[src/rtl/id_ex_stage_pkg.sv]
// Shared pipeline definitions: ALU op codes, link register and the packed
// Controller bundle carried from decode into the execute stage.
package id_ex_stage_pkg;

    typedef enum logic [3:0] {
        ALU_NOP = 4'd0,
        ALU_ADD = 4'd1,
        ALU_SUB = 4'd2,
        ALU_AND = 4'd3,
        ALU_OR  = 4'd4,
        ALU_XOR = 4'd5,
        ALU_NOR = 4'd6,
        ALU_SLT = 4'd7,
        ALU_SLL = 4'd8,
        ALU_SRL = 4'd9,
        ALU_BEQ = 4'd10,
        ALU_BNE = 4'd11
    } alu_op_e;

    localparam logic [4:0] JAL_REG  = 5'd31;
    localparam logic [4:0] ZERO_REG = 5'd0;

    typedef struct packed {
        logic       reg_dst;
        logic       reg_write;
        logic       alu_src;
        logic       mem_write;
        logic       mem_to_reg;
        logic       branch;
        logic       jump;
        logic       jal;
        logic       jr;
        logic       lw_or_lh;
        logic       sw_or_sh;
        logic [3:0] alu_op;
    } ctrl_t;

    // Write-back target: jal links into $31, R-type writes rd, others rt.
    function automatic logic [4:0] dest_reg(
        input logic       jal,
        input logic       reg_dst,
        input logic [4:0] rt,
        input logic [4:0] rd
    );
        logic [4:0] r;
        r = reg_dst ? rd : rt;
        if (jal) begin
            r = JAL_REG;
        end
        return r;
    endfunction

endpackage

[src/rtl/id_ex_stage_hazard_detect.sv]
// Combinational load-use detector: a load sitting in EX whose destination is
// a source register actually read by the instruction currently in ID.
module id_ex_stage_hazard_detect
    import id_ex_stage_pkg::*;
(
    input  logic       id_valid,
    input  logic       id_jump,
    input  logic       id_jr,
    input  logic       id_alu_src,
    input  logic       id_mem_write,
    input  logic [3:0] id_alu_op,
    input  logic [4:0] id_rs,
    input  logic [4:0] id_rt,
    input  logic       ex_valid,
    input  logic       ex_mem_to_reg,
    input  logic       ex_reg_write,
    input  logic [4:0] ex_wreg,
    output logic       load_use
);

    logic uses_rs;
    logic uses_rt;
    logic ex_is_load;
    logic rs_match;
    logic rt_match;

    always_comb begin
        // Plain jumps and shifts never read rs; jr does.
        uses_rs    = !(id_jump && !id_jr) && (id_alu_op != ALU_SLL) && (id_alu_op != ALU_SRL);
        // Immediate forms ignore rt except stores, which read it as data.
        uses_rt    = !id_alu_src || id_mem_write;
        ex_is_load = ex_valid && ex_mem_to_reg && ex_reg_write && (ex_wreg != ZERO_REG);
        rs_match   = uses_rs && (ex_wreg == id_rs);
        rt_match   = uses_rt && (ex_wreg == id_rt);
        load_use   = id_valid && ex_is_load && (rs_match || rt_match);
    end

endmodule

[src/rtl/id_ex_stage.sv]
// ID/EX pipeline register: captures decode results, resolves the EX write
// register, stalls on load-use, bubbles on flush and counts inserted bubbles.
module id_ex_stage #(
    parameter int DATA_W = 32,
    parameter int CNT_W  = 16
) (
    input  logic              clk,
    input  logic              rst,
    input  logic              hold,
    input  logic              flush,
    input  logic              id_valid,
    input  logic              id_RegDst,
    input  logic              id_RegWrite,
    input  logic              id_ALUSrc,
    input  logic              id_MemWrite,
    input  logic              id_MemtoReg,
    input  logic              id_Branch,
    input  logic              id_Jump,
    input  logic              id_Jal,
    input  logic              id_Jr,
    input  logic              id_lw_or_lh,
    input  logic              id_sw_or_sh,
    input  logic [3:0]        id_ALUOp,
    input  logic [4:0]        id_rs,
    input  logic [4:0]        id_rt,
    input  logic [4:0]        id_rd,
    input  logic [4:0]        id_shamt,
    input  logic [DATA_W-1:0] id_rs_data,
    input  logic [DATA_W-1:0] id_rt_data,
    input  logic [DATA_W-1:0] id_imm,
    input  logic [DATA_W-1:0] id_pc4,
    output logic              ex_valid,
    output logic              ex_RegDst,
    output logic              ex_RegWrite,
    output logic              ex_ALUSrc,
    output logic              ex_MemWrite,
    output logic              ex_MemtoReg,
    output logic              ex_Branch,
    output logic              ex_Jump,
    output logic              ex_Jal,
    output logic              ex_Jr,
    output logic              ex_lw_or_lh,
    output logic              ex_sw_or_sh,
    output logic [3:0]        ex_ALUOp,
    output logic [4:0]        ex_rs,
    output logic [4:0]        ex_rt,
    output logic [4:0]        ex_rd,
    output logic [4:0]        ex_shamt,
    output logic [DATA_W-1:0] ex_rs_data,
    output logic [DATA_W-1:0] ex_rt_data,
    output logic [DATA_W-1:0] ex_imm,
    output logic [DATA_W-1:0] ex_pc4,
    output logic [4:0]        ex_wreg,
    output logic              pc_write,
    output logic              ifid_write,
    output logic [CNT_W-1:0]  bubble_cnt
);
    import id_ex_stage_pkg::*;

    ctrl_t             id_ctrl;
    ctrl_t             ctrl_reg;
    ctrl_t             ctrl_next;
    logic              valid_reg;
    logic              valid_next;
    logic [4:0]        wreg_reg;
    logic [4:0]        wreg_next;
    logic [4:0]        rs_reg;
    logic [4:0]        rt_reg;
    logic [4:0]        rd_reg;
    logic [4:0]        shamt_reg;
    logic [DATA_W-1:0] rs_data_reg;
    logic [DATA_W-1:0] rt_data_reg;
    logic [DATA_W-1:0] imm_reg;
    logic [DATA_W-1:0] pc4_reg;
    logic [CNT_W-1:0]  cnt_reg;
    logic [CNT_W-1:0]  cnt_next;
    logic              load_use;
    logic              stall;
    logic              bubble;

    assign id_ctrl = '{
        reg_dst:    id_RegDst,
        reg_write:  id_RegWrite,
        alu_src:    id_ALUSrc,
        mem_write:  id_MemWrite,
        mem_to_reg: id_MemtoReg,
        branch:     id_Branch,
        jump:       id_Jump,
        jal:        id_Jal,
        jr:         id_Jr,
        lw_or_lh:   id_lw_or_lh,
        sw_or_sh:   id_sw_or_sh,
        alu_op:     id_ALUOp
    };

    id_ex_stage_hazard_detect u_hazard_detect (
        .id_valid      (id_valid),
        .id_jump       (id_Jump),
        .id_jr         (id_Jr),
        .id_alu_src    (id_ALUSrc),
        .id_mem_write  (id_MemWrite),
        .id_alu_op     (id_ALUOp),
        .id_rs         (id_rs),
        .id_rt         (id_rt),
        .ex_valid      (valid_reg),
        .ex_mem_to_reg (ctrl_reg.mem_to_reg),
        .ex_reg_write  (ctrl_reg.reg_write),
        .ex_wreg       (wreg_reg),
        .load_use      (load_use)
    );

    always_comb begin
        // A flush overrides the stall so the branch redirect is not held off.
        stall      = load_use && !flush;
        bubble     = flush || load_use || !id_valid;
        pc_write   = rst || !(hold || stall);
        ifid_write = pc_write;
        ctrl_next  = bubble ? '0 : id_ctrl;
        valid_next = !bubble;
        wreg_next  = bubble ? ZERO_REG : dest_reg(id_Jal, id_RegDst, id_rt, id_rd);
        cnt_next   = cnt_reg;
        if (stall && (cnt_reg != {CNT_W{1'b1}})) begin
            cnt_next = cnt_reg + CNT_W'(1);
        end
    end

    always_ff @(posedge clk) begin
        if (rst) begin
            ctrl_reg    <= '0;
            valid_reg   <= 1'b0;
            wreg_reg    <= '0;
            rs_reg      <= '0;
            rt_reg      <= '0;
            rd_reg      <= '0;
            shamt_reg   <= '0;
            rs_data_reg <= '0;
            rt_data_reg <= '0;
            imm_reg     <= '0;
            pc4_reg     <= '0;
            cnt_reg     <= '0;
        end else if (!hold) begin
            ctrl_reg    <= ctrl_next;
            valid_reg   <= valid_next;
            wreg_reg    <= wreg_next;
            // Operand fields are captured even into a bubble; nothing reads them then.
            rs_reg      <= id_rs;
            rt_reg      <= id_rt;
            rd_reg      <= id_rd;
            shamt_reg   <= id_shamt;
            rs_data_reg <= id_rs_data;
            rt_data_reg <= id_rt_data;
            imm_reg     <= id_imm;
            pc4_reg     <= id_pc4;
            cnt_reg     <= cnt_next;
        end
    end

    assign ex_valid    = valid_reg;
    assign ex_RegDst   = ctrl_reg.reg_dst;
    assign ex_RegWrite = ctrl_reg.reg_write;
    assign ex_ALUSrc   = ctrl_reg.alu_src;
    assign ex_MemWrite = ctrl_reg.mem_write;
    assign ex_MemtoReg = ctrl_reg.mem_to_reg;
    assign ex_Branch   = ctrl_reg.branch;
    assign ex_Jump     = ctrl_reg.jump;
    assign ex_Jal      = ctrl_reg.jal;
    assign ex_Jr       = ctrl_reg.jr;
    assign ex_lw_or_lh = ctrl_reg.lw_or_lh;
    assign ex_sw_or_sh = ctrl_reg.sw_or_sh;
    assign ex_ALUOp    = ctrl_reg.alu_op;
    assign ex_rs       = rs_reg;
    assign ex_rt       = rt_reg;
    assign ex_rd       = rd_reg;
    assign ex_shamt    = shamt_reg;
    assign ex_rs_data  = rs_data_reg;
    assign ex_rt_data  = rt_data_reg;
    assign ex_imm      = imm_reg;
    assign ex_pc4      = pc4_reg;
    assign ex_wreg     = wreg_reg;
    assign bubble_cnt  = cnt_reg;

endmodule

[config.mk]
export PLATFORM = sky130hd
export DESIGN_NAME = id_ex_stage
export DESIGN_NICKNAME = d
export VERILOG_FILES = /design/src/rtl/id_ex_stage_pkg.sv /design/src/rtl/id_ex_stage_hazard_detect.sv /design/src/rtl/id_ex_stage.sv
export SDC_FILE = /design/constraint.sdc
export NUM_CORES = 1
export LEC_CHECK = 0
export CAP_MARGIN = 30
export CORE_ASPECT_RATIO = 0.5
export CORE_MARGIN = 4
export CORE_UTILIZATION = 50
export CTS_BUF_LIST = sky130_fd_sc_hd__clkbuf_4 sky130_fd_sc_hd__clkbuf_8 sky130_fd_sc_hd__clkbuf_16
export DETAILED_ROUTE_END_ITERATION = 8
export DONT_BUFFER_PORTS = 1
export GPL_TIMING_DRIVEN = 0
export PLACE_DENSITY = 0.66
export SYNTH_ARGS = -nofsm -noshare
export SYNTH_HDL_FRONTEND = slang
export SYNTH_SLANG_ARGS = --single-unit
[constraint.sdc]
create_clock -name clk -period 7.3 [get_ports clk]
set_input_delay 1.46 -clock clk [delete_from_list [all_inputs] [get_ports clk]]
set_output_delay 1.46 -clock clk [all_outputs]
set_load 0.005 [all_outputs]
* Word-level counts from Yosys, hierarchy flattened
Cells that the tools add are included.
** Storage, ports and cells
- Bits in registers :: 185
- Input port bits :: 168
- Output and inout bits :: 187
- Logic and storage cells :: 61
** Cells by class
- Add/subtract/negate cells :: 1
- Eq/ne operators :: 5
- Mux-type cells :: 4
- Bitwise logic cells :: 1
- Reductions and logical operators :: 27
** Operator list (count)
- $add 16x1->16 const B :: 1
- $ne 16x16->1 const B :: 1
- $mux 15 :: 1
- $mux 5 :: 3
- $logic_and 1x1->1 :: 12
- $eq 5x5->1 :: 2
- $ne 4x4->1 const B :: 2
- $logic_not 1->1 :: 7
- $logic_or 1x1->1 :: 6
- $reduce_bool 5->1 :: 1
- $reduce_and 2->1 :: 1
- $not 1->1 :: 1

* Longest topological paths before layout
Gate-level depths: netlist (run 1).
- Depth in word-level cells :: 12
- Gate-level depth with buffers :: 9
- Depth with buffers taken out :: 6

* By module
A second synthesis (run 1) with hierarchy kept.
** Unflattened totals
- Cell total of the unflattened synthesis :: 685
- Area total of the unflattened synthesis :: 6959.2 µm²
** Modules (own cells, without submodules)
- id_ex_stage :: instances 1, cells an instance 663, area each 6790.3 µm², seq. area each 3703.6 µm²
- id_ex_stage_hazard_detect :: instances 1, cells an instance 22, area each 168.9 µm², seq. area each 0.0 µm²

* Worst setup path before layout (run 1)
No wires, ideal clock.
- Kind :: input -> output
- From :: in hold
- To :: out pc_write
- Data arrival time :: 2.971 ns
- Data required time :: 5.840 ns
- Path slack :: 2.869 ns
- Stages :: 5
- Buffers on the path :: 4
- Path through :: clkbuf_1 > clkbuf_1 > buf_1 > o21ai_0 > buf_4
** On the way
- Cells in the longest elaborated chain, start to end :: 3
** Ends and longest elaborated chain
- from (decl) :: RTL line id_ex_stage.sv:9 : input logic hold,
- $logic_or 1x1->1 :: RTL line id_ex_stage.sv:116 : pc_write = rst || !(hold || stall);
- $logic_not 1->1 :: RTL line id_ex_stage.sv:116
- $logic_or 1x1->1 :: RTL line id_ex_stage.sv:116
- to (decl) :: RTL line id_ex_stage.sv:54 : output logic pc_write,
No other way between the ends.

* Worst setup path after layout (run 1)
Same ends and word-level chain as after synthesis.

==> results of run 1 <==
## flip-flops by register name, summed over array words and instances (netlist names), 4 cells and up
signal      cells
bubble_cnt     16
ex_rs_data     32
ex_rt_data     32
ex_pc4         32
ex_rs           5
ex_rd           5
ex_wreg         5
ex_imm         32
ex_ALUOp        4
ex_rt           5
ex_shamt        5
## layer usage
metal | GRT usage | routed length, um | vias up
li1 | - | - | 2321
met2 | 0.390 | 9450 | 192
met3 | 0.100 | 1650 | 22
met4 | 0.0592 | 301 | 0
met1 | 0.248 | 7160 | 2252
met5 | 0 | 0 | -
## critical path, stage by stage
cell and delay (ns):
clkbuf_1 0.34, clkbuf_1 0.57, buf_1 0.60, o21ai_0 0.29
buf_4 0.20
## Yosys cell counts (2+ instances only)
master,count,share of area
o31ai_1,9,0.0099
and3_1,4,0.0036
nand3_1,10,0.0073
inv_1,6,0.0033
nor3_1,3,0.0022
a211o_1,5,0.0064
clkbuf_1,24,0.013
a21oi_1,12,0.0088
buf_4,2,0.0022
or3_1,3,0.0027
o211ai_1,3,0.0033
buf_1,17,0.0093
a22o_1,20,0.026
nand2_1,3,0.0016
nor2b_1,9,0.0082
nor3b_1,2,0.0022
nand4_1,3,0.0027
xnor2_1,7,0.0089
dfxtp_1,185,0.54
o21ai_0,4,0.0029
xor2_1,3,0.0038
or4_1,10,0.011
mux2_2,2,0.0033
nor2_1,155,0.085
mux2i_1,148,0.22
o2111ai_1,2,0.0026
## area by class of cell
| type | instances | area, sq um | area share |
|---|---|---|---|
| buffer | 45 | 185 | 0.0242 |
| clock buffer | 18 | 439 | 0.0573 |
| clock inverter | 14 | 159 | 0.0207 |
| inverter | 6 | 22.5 | 0.00294 |
| multi-input combinational | 426 | 2950 | 0.384 |
| sequential | 185 | 3700 | 0.483 |
| tap | 170 | 213 | 0.0277 |
## worst min path at each step
stage	start	end	slack, ns	depth (start not counted)
after floorplan	ex_ALUOp[3]	ex_ALUOp[3]	0.47	1
after global placement	ex_ALUOp[0]	ex_ALUOp[0]	0.49	1
after detailed placement	ex_Branch	ex_Branch	0.49	1
after CTS	ex_Branch	ex_Branch	0.51	1
after global routing	ex_ALUOp[2]	ex_ALUOp[2]	0.53	1
final	ex_Branch	ex_Branch	0.51	1
## power by group
part           internal, mW  total [mW]  leakage, nW  switching [mW]
registers              1.06        1.11         1.52          0.0474
logic                0.0625       0.136         1.48          0.0731
clock network         0.496       0.922        0.291           0.426
## through the flow
| step | utilization | setup slack (ns) |
|---|---|---|
| after floorplan | - | 2.87 |
| after global routing | 0.589 | 2.11 |
| after CTS | 0.589 | 2.27 |
| after detailed placement | 0.543 | 2.27 |
| final | 0.589 | 2.37 |
| after global placement | 0.543 | 2.34 |
## cell families (layout without fill, tap and decap cells)
logic type | count (synthesis) | after routing
flops | 185 | 185
mux | 150 | 150
simple gates | 207 | 207
buf+inv | 51 | 83
compound gates | 58 | 58
xor+xnor | 10 | 10
fa+ha+maj | 1 | 1
==> impl_metrics.json, run 1 <==
{
  "status": "finished, final reports clean",
  "grt_pass1_vias": 4619,
  "dp_cells": 832,
  "regToRegEndpoint": "bubble_cnt[13]",
  "startpoint": "hold",
  "ir_drop_mv": 0.159,
  "drcViolationCount": 0,
  "boundaryPins": 355,
  "synth_cells": 662,
  "vias": 4787,
  "die_w_um": 174,
  "drt_wl_total_um": 18600,
  "synth_cell_type_count": 37,
  "p_per_area_mw_per_mm2": 283,
  "layout_common_cells": "dfxtp_1, nor2_1, mux2i_1, clkbuf_1, a22o_1",
  "syn_area_sq_mm": 0.00686,
  "finalPower_mw": 2.17,
  "synthArstFlopShare": 0,
  "grt_setup_unrepaired": "no",
  "slew_headroom": 0.485,
  "grt_max_degree": 19,
  "crit_type": "in2out",
  "core-area_sq_mm": 0.0130,
  "synth_compound_area_frac": 0.0633,
  "cts.sinks": 185,
  "hold_buffers": 0,
  "layout-drive-gt1-share": 0.0605,
  "yosys.area_share.simple": 0.132,
  "start_util": 0.526,
  "stdcell_count": 864,
  "htreeDepth": 4,
  "endpoint": "pc_write",
  "cts_root_buf": "clkbuf_16",
  "fin_worst_skew_ns": 0.0147,
  "finalSetupTns_ns": 0,
  "cts_tree": "built",
  "antenna_left": 0,
  "final_max_slew_viol_count": 0,
  "postPlaceCellArea_sq_mm": 0.00707,
  "yosysWarnings": 0,
  "clk_latency_ns": 0.41,
  "diodes": 0,
  "cts_inserted_buffers": 17,
  "gp_congestion": 0.804,
  "fin_area_sq_mm": 0.00767,
  "hold_viol_final": 0,
  "dominantRegCellSynth": "dfxtp_1",
  "post-route-min-period_ns": 4.93,
  "clk_path_buf_depth": 2,
  "clk_pin_slew_ns": 0.07,
  "worst_setup_path_start_kind": "input pin",
  "r2r_start": "ex_wreg[2]",
  "vias_per_cell": 5.54,
  "first_iter_violations": 184,
  "synthAdderAreaFrac": 0.00182,
  "synth_area_per_cell_sq_um": 10.4,
  "rrSetupSlack_ns": 4.90,
  "crit_required_ns": 5.84,
  "ctsResizeCount": 0,
  "ys_seq_elements": 185,
  "synth_xor_area_frac": 0.0128,
  "grt_usage": 0.223,
  "synth_edf_count": 0,
  "syn_nets": 831,
  "drtPass1Iterations": 5,
  "seq_area_frac_synth": 0.540,
  "die_area_sq_mm": 0.0158,
  "syn2layout_area_growth_pct": 11.8,
  "fin_nets": 850,
  "r2r_cells": 8,
  "timing.hold.ws_ns": 0.507,
  "port_buffers": 0,
  "synthMuxAreaShare": 0.219,
  "cts_setup_buffers": 0,
  "endpoint_kind": "output port",
  "dieHeight_um": 90.8,
  "hold_class": "reg2reg",
  "fillers": 1160,
  "synth_top_family_by_area": "multiplexers",
  "avgRoutedWirePerCell_um": 21.5,
  "fmax_mhz": 203,
  "overflow": 0,
  "tightestPinTransition_ns": 0.772,
  "layout_commonest_cell": "dfxtp_1",
  "path_max_fanout": 10,
  "max_cap_viol_count": 0,
  "setup_viol": 0,
  "hpwl_um": 14300,
  "cp_data_arrival_time_ns": 3.47,
  "grt_antenna_before_repair": 0,
  "grt_pass1_wl_um": 27800,
  "rows": 29,
  "p_leak_nw": 3.30,
  "post-route-period-util": 0.676
}
Note: power is estimated with default switching activity, not from simulation.
==> inputs of run 2 (changes only) <==
- clock period: 7.3 -> 4.7 ns (I/O delays scaled with it)
==> results of run 2 <==
The final DEF is identical to that of run 1. Status: finished, final reports clean.
Among the figures that moved: setup slack after placement 2.27 ns -> 0.712 ns; setup slack after layout 2.37 ns -> 0.808 ns; register-to-register setup slack 4.90 ns -> 2.30 ns; total power 2.17 mW -> 3.36 mW; worst IR drop on VDD 0.159 mV -> 0.247 mV
